`src/rtl/bram_arb_pkg.sv`:
```
// Shared types for the BRAM port arbiter: requester ids, FSM states and
// the read-tag bundle carried through the return pipeline.
package bram_arb_pkg;

    localparam logic [1:0] SRC_BOOT = 2'd0;
    localparam logic [1:0] SRC_I    = 2'd1;
    localparam logic [1:0] SRC_D    = 2'd2;

    typedef enum logic [1:0] {
        S_BOOT  = 2'd0,
        S_FLUSH = 2'd1,
        S_RUN   = 2'd2
    } state_t;

    typedef enum logic {
        RR_I = 1'b0,
        RR_D = 1'b1
    } rr_t;

    typedef struct packed {
        logic       valid;
        logic [1:0] src;
    } tag_t;

endpackage

```
`src/rtl/rd_tag_pipe.sv`:
```
// Fixed-latency tag shift register: tracks which requester owns each
// in-flight read so the returning data can be steered.
module rd_tag_pipe
    import bram_arb_pkg::*;
#(
    parameter int DEPTH = 2
) (
    input  logic       clk,
    input  logic       rst_n,
    input  logic       push,
    input  logic [1:0] src,
    output tag_t       head,
    output logic       empty
);

    tag_t [DEPTH-1:0] stage;

    always_ff @(posedge clk or negedge rst_n) begin
        if (!rst_n) begin
            stage <= '0;
        end else begin
            stage <= {stage[DEPTH-2:0], tag_t'{valid: push, src: src}};
        end
    end

    always_comb begin
        empty = 1'b1;
        for (int k = 0; k < DEPTH; k++) begin
            if (stage[k].valid) empty = 1'b0;
        end
    end

    assign head = stage[DEPTH-1];

endmodule

```
`src/rtl/bram_port_arbiter.sv`:
```
// Single BRAM port shared by bootloader, instruction fetch and data access;
// boot-only until boot_ready, then round-robin between fetch and data.
module bram_port_arbiter
    import bram_arb_pkg::*;
#(
    parameter int RD_LATENCY = 1
) (
    input  logic        CLK,
    input  logic        RSTN,
    input  logic        boot_ready,
    input  logic        b_en,
    input  logic [3:0]  b_we,
    input  logic [31:0] b_addr,
    input  logic [31:0] b_wdata,
    input  logic        i_req,
    input  logic [31:0] i_addr,
    output logic        i_gnt,
    output logic        i_rvalid,
    input  logic        d_req,
    input  logic [3:0]  d_we,
    input  logic [31:0] d_addr,
    input  logic [31:0] d_wdata,
    output logic        d_gnt,
    output logic        d_rvalid,
    output logic [31:0] rdata,
    output logic        viol,
    output logic [31:0] BRAM_ADDR,
    output logic [31:0] BRAM_WRDATA,
    output logic [3:0]  BRAM_WE,
    output logic        BRAM_EN,
    input  logic [31:0] BRAM_RDDATA
);

    localparam logic [31:0] WORD_MASK = 32'hFFFF_FFFC;

    state_t     state;
    rr_t        rr_ptr;
    logic       run_ok;
    logic       boot_fwd;
    logic       rd_push;
    logic [1:0] push_src;
    tag_t       head;
    logic       empty;

    // A falling boot_ready stops new grants while the pipe drains.
    assign run_ok   = (state == S_RUN) && boot_ready;
    assign i_gnt    = run_ok && i_req && (!d_req || rr_ptr == RR_I);
    assign d_gnt    = run_ok && d_req && (!i_req || rr_ptr == RR_D);
    assign boot_fwd = b_en && (state == S_BOOT || state == S_FLUSH);

    always_comb begin
        rd_push  = 1'b0;
        push_src = SRC_BOOT;
        unique case (1'b1)
            boot_fwd: rd_push = (b_we == 4'b0);
            i_gnt: begin
                rd_push  = 1'b1;
                push_src = SRC_I;
            end
            d_gnt: begin
                rd_push  = (d_we == 4'b0);
                push_src = SRC_D;
            end
            default: ;
        endcase
    end

    rd_tag_pipe #(.DEPTH(RD_LATENCY + 1)) u_tags (
        .clk   (CLK),
        .rst_n (RSTN),
        .push  (rd_push),
        .src   (push_src),
        .head  (head),
        .empty (empty)
    );

    always_ff @(posedge CLK or negedge RSTN) begin
        if (!RSTN) begin
            state  <= S_BOOT;
            rr_ptr <= RR_D;
            viol   <= 1'b0;
        end else begin
            unique case (state)
                S_BOOT:  if (boot_ready) state <= S_FLUSH;
                S_FLUSH: state <= S_RUN;
                S_RUN:   if (!boot_ready && empty) state <= S_BOOT;
                default: state <= S_BOOT;
            endcase
            if (run_ok && i_req && d_req)
                rr_ptr <= (rr_ptr == RR_D) ? RR_I : RR_D;
            if ((state == S_RUN && b_en) ||
                (state == S_BOOT && (i_req || d_req)))
                viol <= 1'b1;
        end
    end

    always_ff @(posedge CLK or negedge RSTN) begin
        if (!RSTN) begin
            BRAM_EN     <= 1'b0;
            BRAM_WE     <= 4'b0;
            BRAM_ADDR   <= 32'b0;
            BRAM_WRDATA <= 32'b0;
        end else begin
            BRAM_EN <= boot_fwd || i_gnt || d_gnt;
            BRAM_WE <= 4'b0;
            unique case (1'b1)
                boot_fwd: begin
                    BRAM_WE     <= b_we;
                    BRAM_ADDR   <= b_addr & WORD_MASK;
                    BRAM_WRDATA <= b_wdata;
                end
                i_gnt: BRAM_ADDR <= i_addr & WORD_MASK;
                d_gnt: begin
                    BRAM_WE     <= d_we;
                    BRAM_ADDR   <= d_addr & WORD_MASK;
                    BRAM_WRDATA <= d_wdata;
                end
                default: ;
            endcase
        end
    end

    // Boot reads occupy the pipe but their data is dropped.
    always_ff @(posedge CLK or negedge RSTN) begin
        if (!RSTN) begin
            i_rvalid <= 1'b0;
            d_rvalid <= 1'b0;
            rdata    <= 32'b0;
        end else begin
            i_rvalid <= head.valid && (head.src == SRC_I);
            d_rvalid <= head.valid && (head.src == SRC_D);
            if (head.valid && head.src != SRC_BOOT)
                rdata <= BRAM_RDDATA;
        end
    end

endmodule

```
`config.mk`:
```
export PLATFORM = sky130hd
export DESIGN_NAME = bram_port_arbiter
export DESIGN_NICKNAME = d
export VERILOG_FILES = /design/src/rtl/bram_arb_pkg.sv /design/src/rtl/rd_tag_pipe.sv /design/src/rtl/bram_port_arbiter.sv
export SDC_FILE = /design/constraint.sdc
export NUM_CORES = 1
export LEC_CHECK = 0
export ABC_AREA = 0
export CORE_ASPECT_RATIO = 0.8
export CORE_MARGIN = 10
export CORE_UTILIZATION = 30
export DETAILED_ROUTE_END_ITERATION = 6
export PLACE_DENSITY = 0.63
export SLEW_MARGIN = 20
export SYNTH_ARGS = -nofsm -noshare
export SYNTH_HDL_FRONTEND = slang
export SYNTH_HIERARCHICAL = 1
export SYNTH_SLANG_ARGS = --single-unit
```
`constraint.sdc`:
```
create_clock -name CLK -period 1.6 [get_ports CLK]
set_input_delay 0.24 -clock CLK [delete_from_list [all_inputs] [get_ports CLK]]
set_output_delay 0.24 -clock CLK [all_outputs]
set_load 0.1 [all_outputs]
```
==> impl_results.md, run 1 <==
* Status: finished with violations
* Failing checks: setup timing
* Met3 wire length at 2.29 mm
* FP Rows at 42
* Initial core utilization at 30.5%
* Final setup vio count at 2
* Antenna fix cells at 0
* Clock Skew at 7.60 ps
* CP required at 1360 ps
* DRT iter0 DRCs at 284
* Total GRT Usage at 18.2%
* Vias in the first global route at 5551
* Worst-path fanout max at 3
* Post-DP HPWL at 16.2 mm
* Die area at 22500 um2
* PD cells at 2550 nW/um2
* Fin util at 60.9%
* CTS clk-pin slew, worst paths at 80 ps
* CP Capture Type: output pin
* Final Max Tran Viols at 0
* Ratio of cells with drive above 1 in the final layout at 28.9%
* Fin nets at 973
* Post-route setup slack at -40.5 ps
* RSZ-0062 raised after global routing: true
* P&R area growth vs syn at 99.6%
* Total number of vias at 5053
* Max IR drop VDD at 1710 uV
* Met2 Routed Length at 10.5 mm
* Die Wd at 165 um
* Power share of the clock group at 8.7%
* Switch share at 54.2%
* Antenna violations before repair at 1
* Wl on met1 at 8.24 mm
* Skew-Pair Late Insertion Delay at 350 ps
* Post-synth EDFFs at 0
* Pint at 0.0118 W
* Crit path buf inv count at 1
* Synth unique cells at 37
* Clock Path Buffers at 2
* First-pass GRT wire length at 32.1 mm
* Post-Route WL at 21.6 mm
* FMAX at 610 MHz
* Tmin final at 1640 ps
* Final period util at 103%
* Worst Path Arrival at 1400 ps
* Top delay family on crit path: simple AND/OR/NAND/NOR gates
* Flops & latches, synth at 111
* CTS Root Cell: clkbuf_16
* I/O Pins at 312
* Kind of critical path: flip-flop to output pin
* Tot Pwr at 0.0257 W
* Yosys Warn Count at 6
* Asr flop ratio synth at 100%
* DRC viols at 0
* Synth Instances at 444
* Flop2flop setup slack at 30 ps
* Crit path cell chain: and4b_4 > and2_4 > buf_12
* Critical Path Start Type: flip-flop
* IO buf count at 303
* Max-cap viol count at 0
* Final Hold Vio Count at 0
* H-Tree Depth at 3
* Die Ht at 136 um
* Mapped cell area at 5050 um2
* ANT nets after route at 0
* Logic pwr share at 70.0%
* CTS tree: yes
* Wire per inst at 21.7 um
* RePlAce Congestion at 0.833
* Reg power frac at 21.3%
* NetSw at 0.0140 W
* Max incr delay on CP at 400 ps
* Mapped Avg Cell Area at 11.4 um2
* CP max stage cell: dfrtp_1
* Grt ovf at 0
* Vias per cell at 5.09
* Worst hold path type: input pin to asynchronous set/reset pin
* Ys flop type: dfrtp_1
* Post-synthesis sequential area ratio at 55.0%
* Core ar. at 16600 um2
* TritonCTS sink count at 111
* Highest Signal Layer: met5
* Initial DRT Pass Iterations at 5
* CTS buffer count at 9
* LEAKAGE at 4.44 nW
* Largest net degree at the start of global routing at 49
-- metrics by stage --
step / setup TNS (ps) / hold WS, ps / instance area [um2] / std cells / worst slack, ps
floorplan: 0 / -55.6 / 5060 / 445 / 30.5
global placement: -8550 / 191 / 9490 / 950 / -142
detailed placement: -9720 / 194 / 9490 / 950 / -169
CTS: -62.6 / 351 / 9890 / 976 / -62.6
finish: -66.3 / 342 / 10100 / 992 / -40.5
global route: -204 / 358 / 10100 / 992 / -83.0
-- repair_timing --
| item | 4_1_cts | 5_1_grt |
|---|---|---|
| setup endpoints to repair | 2 | 49 |
| hold buffers | 1 | 0 |
| pin swaps | 2 | 4 |
| cloned | 0 | 4 |
| endpoints found under the hold margin | 24 | 0 |
| buffers inserted | 9 | 12 |
| gates resized for setup | 10 | 5 |
-- final timing paths --
| check | from | endpoint | cells after the start |
|---|---|---|---|
| worst max-delay path | state[0] | d_gnt | 3 |
| worst min-delay path | RSTN | rdata[13] | 2 |
| worst max register to register | rr_ptr | BRAM_WRDATA[24] | 6 |
| worst min register to register | u_tags/stage[0] | u_tags/head[0] | 0 |
| max in group asynchronous | RSTN | BRAM_ADDR[31] | 3 |
| min in group CLK | u_tags/stage[0] | u_tags/head[0] | 0 |
-- routing by layer --
| layer | track usage, % | vias up |
|---|---|---|
| met5 | 0 | - |
| met4 | 5.50 | 2 |
| met3 | 8.37 | 33 |
| met2 | 31.0 | 245 |
| met1 | 19.9 | 2468 |
| li1 | - | 2305 |
-- flip-flops by register name (all words and copies together), names as in the netlist --
| signal | count |
|---|---|
| u_tags/head | 3 |
| rr_ptr | 1 |
| rdata | 32 |
| BRAM_WE | 4 |
| BRAM_ADDR | 30 |
| BRAM_EN | 1 |
| d_rvalid | 1 |
| BRAM_WRDATA | 32 |
| u_tags/stage | 3 |
| i_rvalid | 1 |
| state | 2 |
| viol | 1 |
-- cells in the mapped netlist (all sizes together) (3+ instances only) --
library cell,count,area [um2]
clkbuf,16,61.3
a32oi,30,263
o22ai,30,188
mux2,32,360
buf,34,218
dfrtp,110,2750
nand3,60,300
a221o,32,320
and2,3,18.8
inv,32,120
and3,32,200
nor2,4,15.0
a22o,4,35.0
-- logic make-up (layout without fill, tap and decap cells) --
logic type      Yosys count  after routing  synth area share, %
compound gates          103            103                 16.9
other cells               1              2               0.0742
mux                      34             34                 7.53
buf+inv                  82            409                 7.90
flops                   111            111                 55.0
xor+xnor                  1              1                0.173
simple gates            112            112                 12.5
-- cell type report --
| cell class | instances | area (um2) |
|---|---|---|
| multi-input cells | 252 | 1930 |
| well taps | 220 | 275 |
| fillers | 1305 | 6470 |
| flip-flops and latches | 111 | 2780 |
| inverters | 32 | 120 |
| repair buffers | 361 | 4690 |
| clock buffers | 10 | 229 |
| clock inverters | 6 | 67.6 |
-- layout by cell type, fill, tap and decap left out, types with 2 or more instances in the layout --
cell type,instances
a221o_1,32
a22o_1,4
a32oi_1,30
and2_4,2
and3_1,32
buf_12,112
buf_4,41
buf_6,6
clkbuf_16,12
clkdlybuf4s50_1,196
clkinv_4,2
clkinv_8,2
conb_1,2
dfrtp_1,109
inv_1,32
inv_6,2
mux2_2,32
mux2i_1,2
nand2_1,2
nand3_1,60
nor2_1,3
o22ai_1,30
-- power by group through the flow --
stage	Sequential, W	Combinational [W]	Clock (W)
2_1_floorplan	0.0136	0.00208	0
3_3_place_gp	0.00547	0.0175	0
3_5_place_dp	0.00553	0.0177	0
4_1_cts	0.00549	0.0178	0.00231
5_1_grt	0.00563	0.0185	0.00241
6_report	0.00548	0.0180	0.00224
Note: power is estimated with default switching activity, not from simulation.
==> run 2: changes to the inputs <==
Settings changed: GPL_TIMING_DRIVEN set to 1.
==> results of run 2 <==
Final layout, timing and power as in run 1 (identical DEF).
==> run 3: changes to the inputs <==
Settings changed: CORE_ASPECT_RATIO 0.8 to not set, RECOVER_POWER set to 100.
==> run 3 against run 2 <==
The run still ends with setup timing left. Combinational power is essentially flat. Maximum frequency shrank 1.1%. Register-to-register slack got worse by 50 ps. Highest routed layer is now met4. Sequential share of layout area rose by 0.49 points.
==> impl_results.md, run 3 (synthesis gave the netlist of run 1 again) <==
* Status: finished with violations
* Failing checks: setup timing
* Clock Path Buffers at 2
* CTS buffer count at 9
* Max incr delay on CP at 400 ps
* Wire per inst at 21.7 um
* LEAKAGE at 4.33 nW
* Crit path cell chain: and4b_4 > and2_4 > buf_12
* Post-route setup slack at -58.7 ps
* Relative slew slack at 54.6%
* P&R area growth vs syn at 96.0%
* Core ar. at 16500 um2
* Initial DRT Pass Iterations at 5
* I/O Pins at 312
* Most frequent cells in the layout: 196 x clkdlybuf4s50_1, 110 x dfrtp_1, 110 x buf_12
* Final Cell Area at 9900 um2
* Total GRT Usage at 18.3%
* Worst hold path type: flip-flop to flip-flop
* Worst Path Arrival at 1420 ps
* Cells on Worst Hold Path at 0
* Die Wd at 150 um
* Post-Route WL at 21.2 mm
* Largest net degree at the start of global routing at 44
* Worst R2R Start: state[1]
* Tmin final at 1660 ps
* Ratio of cells with drive above 1 in the final layout at 27.4%
* Final setup vio count at 10
* Max IR drop VDD at 1410 uV
* Final Hold Vio Count at 0
* Worst-path fanout max at 4
* Placed inst area at 9510 um2
* CP required at 1360 ps
* Final period util at 104%
* DRT iter0 DRCs at 360
* Skew-Pair Late Insertion Delay at 350 ps
* FP Rows at 47
* Hold EP: u_tags/head[0]
* Most common cell after layout, fill and taps aside: clkdlybuf4s50_1
* ANT nets after route at 0
* CTS Root Cell: clkbuf_16
* Least-Margin Pin Slew at 681 ps
* RSZ-0062 raised after global routing: true
* Die area at 22400 um2
* Post-DP HPWL at 16.5 mm
* Total number of vias at 5029
* IO buf count at 303
* Flop2flop setup slack at -20 ps
* CTS tree: yes
* CP Capture Type: output pin
* H-Tree Depth at 3
* Clock Skew at 8.26 ps
* PD cells at 2580 nW/um2
* Global routing met2 resource utilization at 30.7%
* Vias in the first global route at 5476
* Max-cap viol count at 0
* GR peak layer: met2
* DRC viols at 0
* Vias per cell at 5.15
* Initial core utilization at 30.6%
* Fin nets at 957
* Met3 usage at 6.34%
* Final Max Tran Viols at 0
* Antenna violations before repair at 0
* Critical Path Start Type: flip-flop
* GR Layer Usage met1 at 21.8%
* FF-to-FF End: BRAM_WRDATA[9]
* Grt ovf at 0
* Kind of critical path: flip-flop to output pin
* Biggest regs: BRAM_WRDATA: 32 flops, rdata: 32 flops, BRAM_ADDR: 30 flops
* Antenna fix cells at 0
* Worst reg2reg path depth at 6
* CTS clk-pin slew, worst paths at 70 ps
* Worst slack, placed at -216 ps
* FMAX at 603 MHz
* First-pass GRT wire length at 32.2 mm
* TritonCTS sink count at 111
* Hold path startpoint: u_tags/stage[0]
* CP max stage cell: dfrtp_1
* RePlAce Congestion at 0.834
* Die Ht at 150 um
==> run 3: changes by cell type in the layout (fill, tap and decap cells not counted), moves of 2 or more <==
| cell | before | now |
|---|---|---|
| buf_4 | 41 | 27 |
| buf_8 | 0 | 3 |
| clkbuf_16 | 12 | 9 |
| buf_12 | 112 | 110 |
| buf_6 | 6 | 4 |
| clkbuf_2 | 0 | 2 |
| clkbuf_8 | 0 | 2 |
| clkinv_4 | 2 | 0 |
| clkinv_8 | 2 | 0 |
| clkinvlp_4 | 0 | 2 |
==> run 3: critical path: cells and delay by family, from the launching register on <==
| family | cells | cell delay [ps] |
|---|---|---|
| and+or+nand+nor | 2 | 500 |
| buffers and inverters | 1 | 170 |
| DFF | 1 | 400 |
==> run 3: layer usage <==
layer	up-vias	routed length [um]
li1	2277	-
met1	2434	8030
met2	287	10700
met3	31	2070
met4	0	333
met5	-	0
==> run 3: cell type report <==
| cell class | count | area (um2) |
|---|---|---|
| Clock inverter | 5 | 62.6 |
| Sequential cell | 111 | 2780 |
| Clock buffer | 11 | 253 |
| Multi-Input combinational cell | 252 | 1920 |
| Timing Repair Buffer | 345 | 4490 |
| Tap cell | 220 | 275 |
| Fill cell | 1310 | 6620 |
| Inverter | 32 | 120 |
==> run 3: report_power, final <==
part	switching (W)	leakage (nW)	total, W	internal (W)
registers	0.00140	1.32	0.00547	0.00407
logic	0.0113	2.86	0.0177	0.00640
clock network	0.00105	0.149	0.00237	0.00131
==> run 3: through the flow <==
step	cells	setup TNS [ps]	utilization [%]	hold slack [ps]	total power [W]
2_1_floorplan	445	0	-	-55.6	0.0156
3_3_place_gp	953	-8720	57.6	187	0.0230
3_5_place_dp	953	-11470	57.6	188	0.0232
4_1_cts	976	-130	60.0	343	0.0257
5_1_grt	976	-1790	59.9	371	0.0263
6_report	976	-152	59.9	353	0.0256
==> run 3: how the worst max path moves through the flow <==
| stage | end | slack [ps] | cells past startpoint | start |
|---|---|---|---|---|
| 2_1_floorplan | u_tags/stage[2] | 30 | 6 | state[1] |
| 3_3_place_gp | u_tags/stage[2] | -180 | 5 | i_req |
| 3_5_place_dp | BRAM_ADDR[10] | -220 | 6 | d_req |
| 4_1_cts | d_gnt | -80 | 3 | state[0] |
| 5_1_grt | d_gnt | -110 | 3 | state[0] |
| 6_report | d_gnt | -60 | 3 | state[0] |
==> run 3: timing repair <==
item | CTS | global route
gates resized for setup | 10 | 5
pin swaps | 1 | 0
endpoints found under the hold margin | 23 | 0
setup endpoints to repair | 4 | 53
cloned | 0 | 0
hold buffers | 1 | 0
setup buffers | 7 | 0
